`src/rtl/apb_irq_ctrl_pkg.sv`:
```
// apb_irq_ctrl_pkg
//   Shared constants for the APB interrupt controller: register byte
//   offsets and the architectural source-count limit.
package apb_irq_ctrl_pkg;

    localparam int unsigned OFS_PENDING = 'h000;
    localparam int unsigned OFS_ENABLE  = 'h004;
    localparam int unsigned OFS_TRIGGER = 'h008;
    localparam int unsigned OFS_CLAIM   = 'h00C;
    localparam int unsigned OFS_CTRL    = 'h010;

    // Source IDs are 1..MAX_SRC; ID 0 means "no source".
    localparam int unsigned MAX_SRC = 31;
    localparam int unsigned ID_W    = $clog2(MAX_SRC + 1);

endpackage

```
`src/rtl/irq_gateway.sv`:
```
// irq_gateway
//   Per-source interrupt gateway: registers the source line and keeps the
//   pending and in-service state for one interrupt source.
// Ports:
//   apb_pclk, apb_presetn : clock, asynchronous active-low reset
//   irq_line              : source interrupt line (synchronous, active-high)
//   trig_edge             : 1 = rising-edge trigger, 0 = level trigger
//   claim_clr             : claim read selected this source this cycle
//   complete              : complete write names this source this cycle
//   pending               : latched pending bit
module irq_gateway (
    input  logic apb_pclk,
    input  logic apb_presetn,
    input  logic irq_line,
    input  logic trig_edge,
    input  logic claim_clr,
    input  logic complete,
    output logic pending
);

    logic src_q;
    logic in_service;
    logic set_pend;

    // A level source being claimed this cycle is already in service from
    // the core's point of view, so it must not re-raise pending; an edge
    // arriving in the claim cycle is a new event and wins over the clear.
    always_comb begin
        set_pend = 1'b0;
        if (trig_edge) begin
            set_pend = irq_line & ~src_q;
        end else begin
            set_pend = irq_line & ~in_service & ~claim_clr;
        end
    end

    always_ff @(posedge apb_pclk or negedge apb_presetn) begin
        if (!apb_presetn) begin
            src_q      <= 1'b0;
            pending    <= 1'b0;
            in_service <= 1'b0;
        end else begin
            src_q <= irq_line;
            if (set_pend) begin
                pending <= 1'b1;
            end else if (claim_clr) begin
                pending <= 1'b0;
            end
            if (claim_clr) begin
                in_service <= 1'b1;
            end else if (complete && in_service) begin
                in_service <= 1'b0;
            end
        end
    end

endmodule

```
`src/rtl/apb_irq_ctrl.sv`:
```
// apb_irq_ctrl
//   APB-programmable interrupt controller. Collects N_SRC peripheral
//   interrupt lines, latches them into pending bits, and raises a single
//   registered request to the core. Software claims the lowest enabled
//   pending source via CLAIM reads and completes it via CLAIM writes.
// Ports:
//   apb_pclk, apb_presetn : clock, asynchronous active-low reset
//   apb_paddr/psel/penable/pwrite/pwdata : APB request (zero wait states)
//   apb_pready/prdata/pslverr            : APB response (combinational)
//   irq_src               : source lines, source k on irq_src[k-1]
//   irq_out               : registered interrupt request to the core
module apb_irq_ctrl
    import apb_irq_ctrl_pkg::*;
#(
    parameter int unsigned APB_DATA_WIDTH = 32,
    parameter int unsigned APB_ADDR_WIDTH = 12,
    parameter int unsigned N_SRC          = 8
) (
    input  logic                      apb_pclk,
    input  logic                      apb_presetn,
    input  logic [APB_ADDR_WIDTH-1:0] apb_paddr,
    input  logic                      apb_psel,
    input  logic                      apb_penable,
    input  logic                      apb_pwrite,
    input  logic [APB_DATA_WIDTH-1:0] apb_pwdata,
    output logic                      apb_pready,
    output logic [APB_DATA_WIDTH-1:0] apb_prdata,
    output logic                      apb_pslverr,
    input  logic [N_SRC-1:0]          irq_src,
    output logic                      irq_out
);

    logic access, rd_en, wr_en, mapped;
    logic sel_pending, sel_enable, sel_trigger, sel_claim, sel_ctrl;
    logic [N_SRC-1:0] enable_q, trigger_q, pending, active;
    logic [N_SRC-1:0] claim_clr, complete;
    logic             ctrl_en_q;
    logic [ID_W-1:0]  claim_id;
    logic [APB_DATA_WIDTH-1:0] rd_mux;

    // Address decode: offsets are word aligned, so a full-address match
    // also rejects paddr[1:0] != 0.
    always_comb begin
        sel_pending = (apb_paddr == APB_ADDR_WIDTH'(OFS_PENDING));
        sel_enable  = (apb_paddr == APB_ADDR_WIDTH'(OFS_ENABLE));
        sel_trigger = (apb_paddr == APB_ADDR_WIDTH'(OFS_TRIGGER));
        sel_claim   = (apb_paddr == APB_ADDR_WIDTH'(OFS_CLAIM));
        sel_ctrl    = (apb_paddr == APB_ADDR_WIDTH'(OFS_CTRL));
        mapped      = sel_pending | sel_enable | sel_trigger | sel_claim | sel_ctrl;
        access      = apb_psel & apb_penable;
        rd_en       = access & ~apb_pwrite & mapped;
        wr_en       = access &  apb_pwrite & mapped;
    end

    assign apb_pready  = access;
    assign apb_pslverr = access & ~mapped;
    assign active      = pending & enable_q;

    // Lowest ID wins: scan from the top down so the last hit is the lowest.
    always_comb begin
        claim_id = '0;
        for (int unsigned i = N_SRC; i > 0; i--) begin
            if (active[i-1]) begin
                claim_id = ID_W'(i);
            end
        end
    end

    always_comb begin
        claim_clr = '0;
        complete  = '0;
        for (int unsigned i = 0; i < N_SRC; i++) begin
            claim_clr[i] = rd_en & sel_claim & (claim_id == ID_W'(i + 1));
            complete[i]  = wr_en & sel_claim & (apb_pwdata == APB_DATA_WIDTH'(i + 1));
        end
    end

    always_comb begin
        rd_mux = '0;
        if (rd_en) begin
            if (sel_pending) rd_mux[N_SRC-1:0] = pending;
            if (sel_enable)  rd_mux[N_SRC-1:0] = enable_q;
            if (sel_trigger) rd_mux[N_SRC-1:0] = trigger_q;
            if (sel_claim)   rd_mux[ID_W-1:0]  = claim_id;
            if (sel_ctrl)    rd_mux[0]         = ctrl_en_q;
        end
    end

    assign apb_prdata = rd_mux;

    always_ff @(posedge apb_pclk or negedge apb_presetn) begin
        if (!apb_presetn) begin
            enable_q  <= '0;
            trigger_q <= '0;
            ctrl_en_q <= 1'b0;
            irq_out   <= 1'b0;
        end else begin
            if (wr_en && sel_enable)  enable_q  <= apb_pwdata[N_SRC-1:0];
            if (wr_en && sel_trigger) trigger_q <= apb_pwdata[N_SRC-1:0];
            if (wr_en && sel_ctrl)    ctrl_en_q <= apb_pwdata[0];
            irq_out <= ctrl_en_q & (|active);
        end
    end

    for (genvar g = 0; g < N_SRC; g++) begin : g_gw
        irq_gateway u_gw (
            .apb_pclk    (apb_pclk),
            .apb_presetn (apb_presetn),
            .irq_line    (irq_src[g]),
            .trig_edge   (trigger_q[g]),
            .claim_clr   (claim_clr[g]),
            .complete    (complete[g]),
            .pending     (pending[g])
        );
    end

endmodule

```
`config.mk`:
```
export PLATFORM = sky130hd
export DESIGN_NAME = apb_irq_ctrl
export DESIGN_NICKNAME = d
export VERILOG_FILES = /design/src/rtl/apb_irq_ctrl_pkg.sv /design/src/rtl/irq_gateway.sv /design/src/rtl/apb_irq_ctrl.sv
export SDC_FILE = /design/constraint.sdc
export NUM_CORES = 1
export LEC_CHECK = 0
export CAP_MARGIN = 20
export CORE_ASPECT_RATIO = 1.25
export CORE_UTILIZATION = 45
export DETAILED_ROUTE_END_ITERATION = 8
export PLACE_DENSITY_LB_ADDON = 0.08
export SETUP_SLACK_MARGIN = 0.02
export SYNTH_ARGS = -nofsm -noshare
export SYNTH_HDL_FRONTEND = slang
export SYNTH_SLANG_ARGS = --single-unit
```
`constraint.sdc`:
```
create_clock -name apb_pclk -period 2.8 [get_ports apb_pclk]
set_clock_uncertainty 0.05 [all_clocks]
set_input_delay 0.56 -clock apb_pclk [delete_from_list [all_inputs] [get_ports apb_pclk]]
set_output_delay 0.56 -clock apb_pclk [all_outputs]
set_load 0.1 [all_outputs]
```
Yosys cells after proc, flatten, opt, wreduce, memory -nomap -nowiden --
Cells that the tools add are included.
Word-level totals: input bits 57, flip-flop bits (word level) 42
Cells by class: bitwise logic cells 80, equal/unequal tests 20, reductions and logical operators 29, mux-type cells 54
Operators by type and width (count):
- 32-bit by 3-bit equality test with 1-bit output, second input constant | 4
- 32-bit by 2-bit equality test with 1-bit output, second input constant | 2
- 1-bit AND | 49
- 1-bit 2-to-1 mux | 41
- 5-bit 2-to-1 mux | 8
- 32-bit by 1-bit equality test with 1-bit output, second input constant | 1
- 32-bit by 4-bit equality test with 1-bit output, second input constant | 1
- 8-bit 2-to-1 mux | 4
- 2-bit nonzero test | 16
- 1-bit NOT | 26
- 12-bit by 4-bit equality test with 1-bit output, second input constant | 2
- 5-bit by 3-bit equality test with 1-bit output, second input constant | 4
- 12-bit by 3-bit equality test with 1-bit output, second input constant | 1
- 12-bit by 5-bit equality test with 1-bit output, second input constant | 1
- 12-bit zero test | 1
- 1-bit logical AND | 11
- 5-bit by 2-bit equality test with 1-bit output, second input constant | 2
- 8-bit AND | 1
- 8-bit OR reduction | 1
- 5-bit by 1-bit equality test with 1-bit output, second input constant | 1
- 5-bit by 4-bit equality test with 1-bit output, second input constant | 1
- 4-bit 2-to-1 mux | 1
- 1-bit OR | 4

Logic depth before layout (Yosys ltp) --
Gate-level depths: netlist (run 1).
depth after elaboration 15, gate-level depth with buffers 7, mapped depth without buffers 5

Hierarchy --
Synthesis (run 1) repeated with hierarchy kept, for this count alone.
Unflattened totals: cell total of the unflattened synthesis 261, area total of the unflattened synthesis 2498.6 µm²
By module, submodules not included:
- apb_irq_ctrl | cells an instance 189, times used 1, area an instance 1577.8 µm²
- irq_gateway | cells an instance 9, times used 8, area an instance 115.1 µm²

Least setup slack after synthesis (run 1) --
Ideal clock, no wire load.
path type input -> output, start in apb_paddr[9], end out apb_prdata[0], slack -3.887 ns, stages 5, required time 2.190 ns, data arrival time 6.077 ns, cells stage by stage nor3_1 and4_1 buf_2 o21ai_0 a2111oi_0
Between the ends: cells in the longest elaborated chain, start to end 7
Ends and longest elaborated chain:
- start, declared | RTL line apb_irq_ctrl.sv:21 | input logic [APB_ADDR_WIDTH-1:0] apb_paddr,
- 12-bit by 3-bit equality test with 1-bit output or 12-bit zero test (tied branches) | RTL line apb_irq_ctrl.sv:45, apb_irq_ctrl.sv:44
- 1-bit OR or 8-bit 2-to-1 mux (tied branches) | RTL line apb_irq_ctrl.sv:49, apb_irq_ctrl.sv:81
- 1-bit OR or 8-bit 2-to-1 mux (tied branches) | RTL line apb_irq_ctrl.sv:49, apb_irq_ctrl.sv:82
- 1-bit OR or 8-bit 2-to-1 mux (tied branches) | RTL line apb_irq_ctrl.sv:49, apb_irq_ctrl.sv:83
- 1-bit OR or 5-bit 2-to-1 mux (tied branches) | RTL line apb_irq_ctrl.sv:49, apb_irq_ctrl.sv:84
- 1-bit AND or 1-bit 2-to-1 mux (tied branches) | RTL line apb_irq_ctrl.sv:51, apb_irq_ctrl.sv:85
- 8-bit 2-to-1 mux * | RTL line apb_irq_ctrl.sv:80 | if (rd_en) begin
- end, declared | RTL line apb_irq_ctrl.sv:27 | output logic [APB_DATA_WIDTH-1:0] apb_prdata,
Mark *: on every way between the ends. The rest lies on a longest branch, timed or not.

Worst setup path after layout (run 1) --
start reg g_gw[0].u_gw.pending, end out apb_prdata[3]
Between the ends: cells in the longest elaborated chain, start to end 4
Ends and longest elaborated chain:
- start, declared | RTL line irq_gateway.sv:18 | output logic pending
- start signal, assigned | RTL line irq_gateway.sv:40 | pending <= 1'b0;
- start signal, assigned | RTL line irq_gateway.sv:45 | pending <= 1'b1;
- start signal, assigned | RTL line irq_gateway.sv:47 | pending <= 1'b0;
- 8-bit AND | RTL line apb_irq_ctrl.sv:57 | assign active = pending & enable_q;
- 5-bit 2-to-1 mux | RTL line apb_irq_ctrl.sv:63 | if (active[i-1]) begin
- 5-bit 2-to-1 mux | RTL line apb_irq_ctrl.sv:84 | if (sel_claim) rd_mux[ID_W-1:0] = claim_id;
- 8-bit 2-to-1 mux | RTL line apb_irq_ctrl.sv:80
Every way passes these cells.

==> impl_metrics.py, run 1 <==
metrics = {
    "status": {
        "status": "complete, but fails checks",
        "violations": "setup timing",
    },
    "final_layout": {
        "fin_area_mm2": 0.00377,
        "fin_cells": 432,
        "nets": 426,
        "diodes": 0,
        "drive_above_1_share_pct": 28.9,
        "areaGrowthSynthToFinish_pct": 51.8,
        "nFillCells": 395,
    },
    "sta": {
        "period_share_pct": 101,
        "period_needed_ps": 2830,
        "slew_violations": 0,
        "slew_headroom_pct": 36.5,
        "worst_pin_slew_ps": 953,
        "fin_ws_ps": -27.8,
        "finalHoldViolCount": 0,
        "holdWs_ps": 357,
        "final.setup.tns_ps": -27.8,
        "rsz0062_at_grt": "true",
        "fmax_ghz": 0.354,
        "setup_viol": 1,
    },
    "power": {
        "p_sw_share_pct": 33.3,
        "irDropWorstVdd_mv": 0.207,
        "seqPwrFrac_pct": 45.8,
        "p_int_uw": 898,
        "p_leak_nw": 1.66,
        "clock_power_share_pct": 29.2,
        "pwr_density_cell_mw_per_mm2": 357,
        "p_sw_uw": 448,
        "power_frac_comb_pct": 25.0,
        "finalPower_mw": 1.35,
    },
    "global_routing": {
        "grt_pass1_vias": 2274,
        "antenna_found_initial": 0,
        "gr-total-overflow": 0,
        "grtUsageTotal_pct": 26.2,
        "grt_pass1_wl_mm": 11.1,
        "grt_max_degree": 43,
    },
    "min_path": {
        "worstHoldPathType": "in2async",
    },
    "worst_setup_path": {
        "required_ps": 2190,
        "path_class": "reg2out",
        "critPathSlowestCell": "dfrtp_1",
        "arrival_ps": 2220,
        "startpoint_type": "flip-flop",
        "cp_cell_sequence": "a222oi_1, buf_4, nand3_2, o21a_1, a2111oi_4, buf_12",
        "end_kind": "primary output",
        "critPathMaxStageDelay_ps": 440,
        "cp_max_fo": 4,
        "r2r_slack_ps": 30,
    },
    "clock_tree": {
        "numClockSinks": 42,
        "htree_num_levels": 2,
        "path_clk_slew_ps": 80,
        "clockBufferDepth": 2,
        "cts_tree": "done",
        "numCtsBuffers": 5,
        "insertion_delay_ps": 300,
        "cts_root_buffer": "clkbuf_8",
    },
    "yosys": {
        "yosys_warnings": 0,
        "netlist_area_mm2": 0.00248,
        "avgSynthCellArea_um2": 9.69,
        "ys_ff_latch": 42,
        "synth_area_leader_cell": "dfrtp_1",
        "synthTopCellsByArea": "dfrtp_1, buf_4, mux2_2",
        "synthArstFlopShare_pct": 100,
        "yosysSeqAreaShare_pct": 42.4,
        "syn_inst": 256,
        "synth_edf_count": 0,
        "ys_types": 44,
        "synth_ff_type": "dfrtp_1",
        "yosys.area.top_type_share_pct": 42.4,
    },
    "place": {
        "io_buffer_count": 67,
        "detailed_place_hpwl_mm": 5.00,
        "placed_cell_area_mm2": 0.00345,
        "routabilityCongestion": 0.910,
        "placed_cells": 402,
    },
    "drt": {
        "drt_wl_total_mm": 7.05,
        "drt_iter0_markers": 135,
        "wire_per_inst_um": 16.3,
        "route.vias.total": 2373,
        "drc": 0,
        "vias_per_cell": 5.49,
        "ant_nets": 0,
        "firstDrtPassIters": 4,
    },
    "floorplan": {
        "die-area_mm2": 0.00582,
        "start_util_pct": 47.8,
        "rows": 29,
        "chipWidth_um": 68.4,
        "die_h_um": 85.0,
        "io_pins": 92,
        "core-area_mm2": 0.00519,
    },
    "flow_run": {
        "cap_violations": 0,
    },
}
-- cells in the mapped netlist, types with 4 or more instances --
cell type and instances:
nor4_1 8, mux2i_1 4, clkbuf_1 4, o21ai_0 22, nor2_1 16, nand4b_1 4, mux2_2 15, a211oi_1 4
a21oi_1 7, buf_4 24, nand2_1 27, nor3_1 4, nand3_1 7, nor3b_1 8, dfrtp_1 42, and2_1 7
nand2b_1 5
-- registers in the layout, summed over array words and instances (netlist names) --
signal / count
g_gw.u_gw.in_service: 8
g_gw.u_gw.pending: 8
enable_q: 8
trigger_q: 8
irq_out: 1
ctrl_en_q: 1
g_gw.u_gw.src_q: 8
-- critical path, delay by kind of cell, from the launching register on --
kind | cells | cell delay, ps
AO/OA/AOI/OAI | 3 | 970
AND/OR/NAND/NOR | 1 | 90
buffers and inverters | 2 | 420
flip-flops | 1 | 440
-- worst paths after layout --
check,startpoint,end,depth (start not counted)
hold / removal,apb_presetn,g_gw[2].u_gw.src_q,1
min in group apb_pclk,g_gw[5].u_gw.src_q,g_gw[5].u_gw.pending,1
hold reg to reg,g_gw[5].u_gw.src_q,g_gw[5].u_gw.pending,1
setup reg to reg,g_gw[0].u_gw.pending,irq_out,16
max in group asynchronous,apb_presetn,g_gw[2].u_gw.pending,1
setup / recovery,g_gw[0].u_gw.pending,apb_prdata[3],6
-- cell type report --
| type | count | area (um^2) | share of cell area [%] |
|---|---|---|---|
| multi-input combinational | 205 | 1440 | 38.1 |
| timing repair buffer | 113 | 1110 | 29.4 |
| sequential | 42 | 1050 | 27.9 |
| tap | 62 | 77.6 | 2.06 |
| clock buffer | 6 | 72.6 | 1.93 |
| clock inverter | 2 | 13.8 | 0.365 |
| inverter | 2 | 7.51 | 0.199 |
-- repair_timing --
item                       4_1_cts  5_1_grt
pin swaps                       12        9
gates resized for setup         40        7
setup buffers                   15        7
setup endpoints to repair        8        5
hold buffers                     0        0
-- kinds of logic after synthesis --
kind of cell | synth area share [%]
other cells | 0.151
compound gates | 12.7
flops | 42.4
buf+inv | 8.57
simple gates | 26.4
mux | 9.78
-- power by group through the flow --
stage | logic (mW) | clock network (mW) | registers [mW]
after detailed placement | 0.330 | 0 | 0.629
after floorplan | 0.225 | 0 | 0.629
after global routing | 0.356 | 0.426 | 0.618
final | 0.337 | 0.393 | 0.616
after CTS | 0.332 | 0.399 | 0.617
after global placement | 0.328 | 0 | 0.629
-- metrics by stage --
step                worst slack [ps]  utilization, %
floorplan                       -535               -
global placement                -297            66.6
detailed placement              -310            66.6
CTS                            -3.48            71.0
global route                   -90.3            72.6
finish                         -27.8            72.6
-- layer usage --
| metal | track usage (%) | wire length, um | vias up | part of all wire (%) |
|---|---|---|---|---|
| li1 | - | - | 1111 | - |
| met3 | 4.97 | 391 | 25 | 5.5 |
| met4 | 12.3 | 280 | 0 | 4.0 |
| met2 | 43.9 | 3640 | 117 | 52 |
| met5 | 0 | 0 | - | 0 |
| met1 | 31.2 | 2740 | 1120 | 39 |
-- cell usage in the layout (no fill, tap or decap), types with 9 or more instances in the layout --
cell type and count:
buf_12 10, buf_4 45, clkdlybuf4s50_1 40, conb_1 24, dfrtp_1 41, dlygate4sd2_1 9
mux2_2 15, nand2_1 27, nor2_1 11, o21ai_0 21
No activity file was read; power rests on OpenSTA's default activity.
==> inputs of run 2 (changes only) <==
--- a/config.mk
+++ b/config.mk
@@ -5,9 +5,12 @@
 export SDC_FILE = /design/constraint.sdc
 export NUM_CORES = 1
 export LEC_CHECK = 0
+export ABC_CLOCK_PERIOD_IN_PS = 2800
 export CAP_MARGIN = 20
+export CELL_PAD_IN_SITES_DETAIL_PLACEMENT = 1
+export CELL_PAD_IN_SITES_GLOBAL_PLACEMENT = 1
 export CORE_ASPECT_RATIO = 1.25
-export CORE_UTILIZATION = 45
+export CORE_UTILIZATION = 33
 export DETAILED_ROUTE_END_ITERATION = 8
 export PLACE_DENSITY_LB_ADDON = 0.08
 export SETUP_SLACK_MARGIN = 0.02
==> run 2 against run 1 <==
The run now ends clean. Clock power rose by 51%. Cell area fell by 0.66%. Count of clock-buffer cells in the layout fell by 1. Worst hold slack got worse by 13 ps.
==> impl_metrics.py, run 2 (same netlist as run 1, synthesis figures left out) <==
metrics = {
    "status": {
        "status": "completed",
    },
    "worst_setup_path": {
        "path_buf_inv": 2,
        "cp_cell_sequence": "a222oi_1, buf_4, nand3_4, o21a_1, a2111oi_4, buf_12",
        "arrival_ps": 2130,
        "path_class": "reg2out",
        "startpoint_type": "flip-flop",
        "critPathSlowestCell": "dfrtp_1",
        "required_ps": 2190,
        "end_kind": "primary output",
        "cp_top_family": "compound AO/OA/AOI/OAI gates",
        "critPathMaxStageDelay_ps": 430,
        "cp_max_fo": 5,
    },
    "place": {
        "dp_slack_ps": -370,
        "routabilityCongestion": 0.783,
        "io_buffer_count": 67,
        "detailed_place_hpwl_mm": 6.06,
    },
    "sta": {
        "period_needed_ps": 2740,
        "slew_headroom_pct": 34.5,
        "fin_ws_ps": 55.1,
        "setup_viol": 0,
        "rsz0062_at_grt": "true",
        "period_share_pct": 98.0,
        "finalHoldViolCount": 0,
        "fmax_ghz": 0.364,
        "worst_pin_slew_ps": 982,
        "slew_violations": 0,
    },
    "global_routing": {
        "grt_max_degree": 43,
        "grtUsageTotal_pct": 20.7,
        "grt_pass1_wl_mm": 12.4,
        "gr-total-overflow": 0,
        "grt_pass1_vias": 2406,
        "antenna_found_initial": 0,
    },
    "final_layout": {
        "most-common-layout-cells": "dfrtp_1, clkdlybuf4s50_1, buf_4",
        "fin_util_pct": 51.2,
        "diodes": 0,
        "nets": 412,
        "layout_commonest_cell": "dfrtp_1",
        "drive_above_1_share_pct": 26.4,
        "areaGrowthSynthToFinish_pct": 50.8,
    },
    "power": {
        "p_sw_share_pct": 30.4,
        "power_frac_comb_pct": 21.7,
        "pwr_density_cell_mw_per_mm2": 414,
        "p_leak_nw": 1.60,
        "finalPower_mw": 1.55,
        "p_sw_uw": 470,
        "seqPwrFrac_pct": 39.9,
        "irDropWorstVdd_mv": 0.173,
        "p_int_mw": 1.08,
        "clock_power_share_pct": 38.4,
    },
    "min_path": {
        "worstHoldPathType": "in2async",
    },
    "floorplan": {
        "io_pins": 92,
        "die-area_mm2": 0.00787,
        "start_util_pct": 33.9,
        "chipWidth_um": 79.6,
        "rows": 35,
        "core-area_mm2": 0.00731,
        "die_h_um": 98.9,
    },
    "drt": {
        "drc": 0,
        "vias_per_cell": 5.11,
        "wire_per_inst_um": 17.2,
        "drt_wl_total_mm": 7.70,
        "firstDrtPassIters": 4,
        "ant_nets": 0,
        "route.vias.total": 2291,
        "drt_iter0_markers": 64,
    },
    "clock_tree": {
        "numCtsBuffers": 5,
        "clockBufferDepth": 2,
        "numClockSinks": 42,
        "path_clk_slew_ps": 100,
        "htree_num_levels": 2,
        "cts_root_buffer": "clkbuf_8",
        "cts_tree": "done",
        "postCtsHoldBufs": 0,
        "insertion_delay_ps": 310,
    },
    "flow_run": {
        "cap_violations": 0,
    },
}
run 2: path summary, 6_finish.rpt:
kind,startpoint,endpoint,slack (ps),depth (start not counted)
min in group apb_pclk,g_gw[4].u_gw.src_q,g_gw[4].u_gw.pending,400,1
hold reg to reg,g_gw[4].u_gw.src_q,g_gw[4].u_gw.pending,400,1
max in group asynchronous,apb_presetn,irq_out,1730,1
hold / removal,apb_presetn,trigger_q[2],340,1
setup / recovery,g_gw[1].u_gw.pending,apb_prdata[3],60,6
setup reg to reg,g_gw[1].u_gw.pending,g_gw[6].u_gw.pending,880,7
run 2: metal layers:
layer | GRT usage, % | vias up | share of wire [%]
li1 | - | 1093 | -
met1 | 24.9 | 1143 | 41
met2 | 38.2 | 48 | 55
met3 | 2.87 | 7 | 3.2
met4 | 5.03 | 0 | 0.96
met5 | 0 | - | 0
run 2: per-stage QoR:
stage | cells | instance area [um^2] | hold slack (ps) | setup TNS [ps]
2_1_floorplan | 279 | 2650 | 214 | -2250
3_3_place_gp | 433 | 3500 | 366 | -2280
3_5_place_dp | 433 | 3500 | 391 | -2460
4_1_cts | 445 | 3710 | 380 | 0
5_1_grt | 448 | 3740 | 409 | -70.8
6_report | 448 | 3740 | 344 | 0
run 2: worst register-to-register path: stages (launching register included):
cell,delay [ps]
dfrtp_1,430
a222oi_1,360
buf_4,200
buf_4,110
nand4_1,110
buf_4,180
o32ai_1,230
o21ai_0,120
run 2: cell type report:
type	count	area [um^2]
fillers	821	3570
multi-input cells	205	1430
flip-flops and latches	42	1050
repair buffers	99	998
well taps	92	115
clock buffers	5	68.8
clock inverters	3	68.8
inverters	2	7.51
run 2: timing repair:
action	CTS	global route
pin swaps	11	4
setup buffers	4	3
endpoints found under the setup margin	8	3
cloned	0	0
resized for setup	48	2
run 2: power by group through the flow:
stage                     logic (mW)  registers, mW  clock network [mW]
after floorplan                0.225          0.629                   0
after global placement         0.329          0.629                   0
after detailed placement       0.332          0.629                   0
after CTS                      0.335          0.617               0.604
after global routing           0.353          0.618               0.629
final                          0.336          0.617               0.595
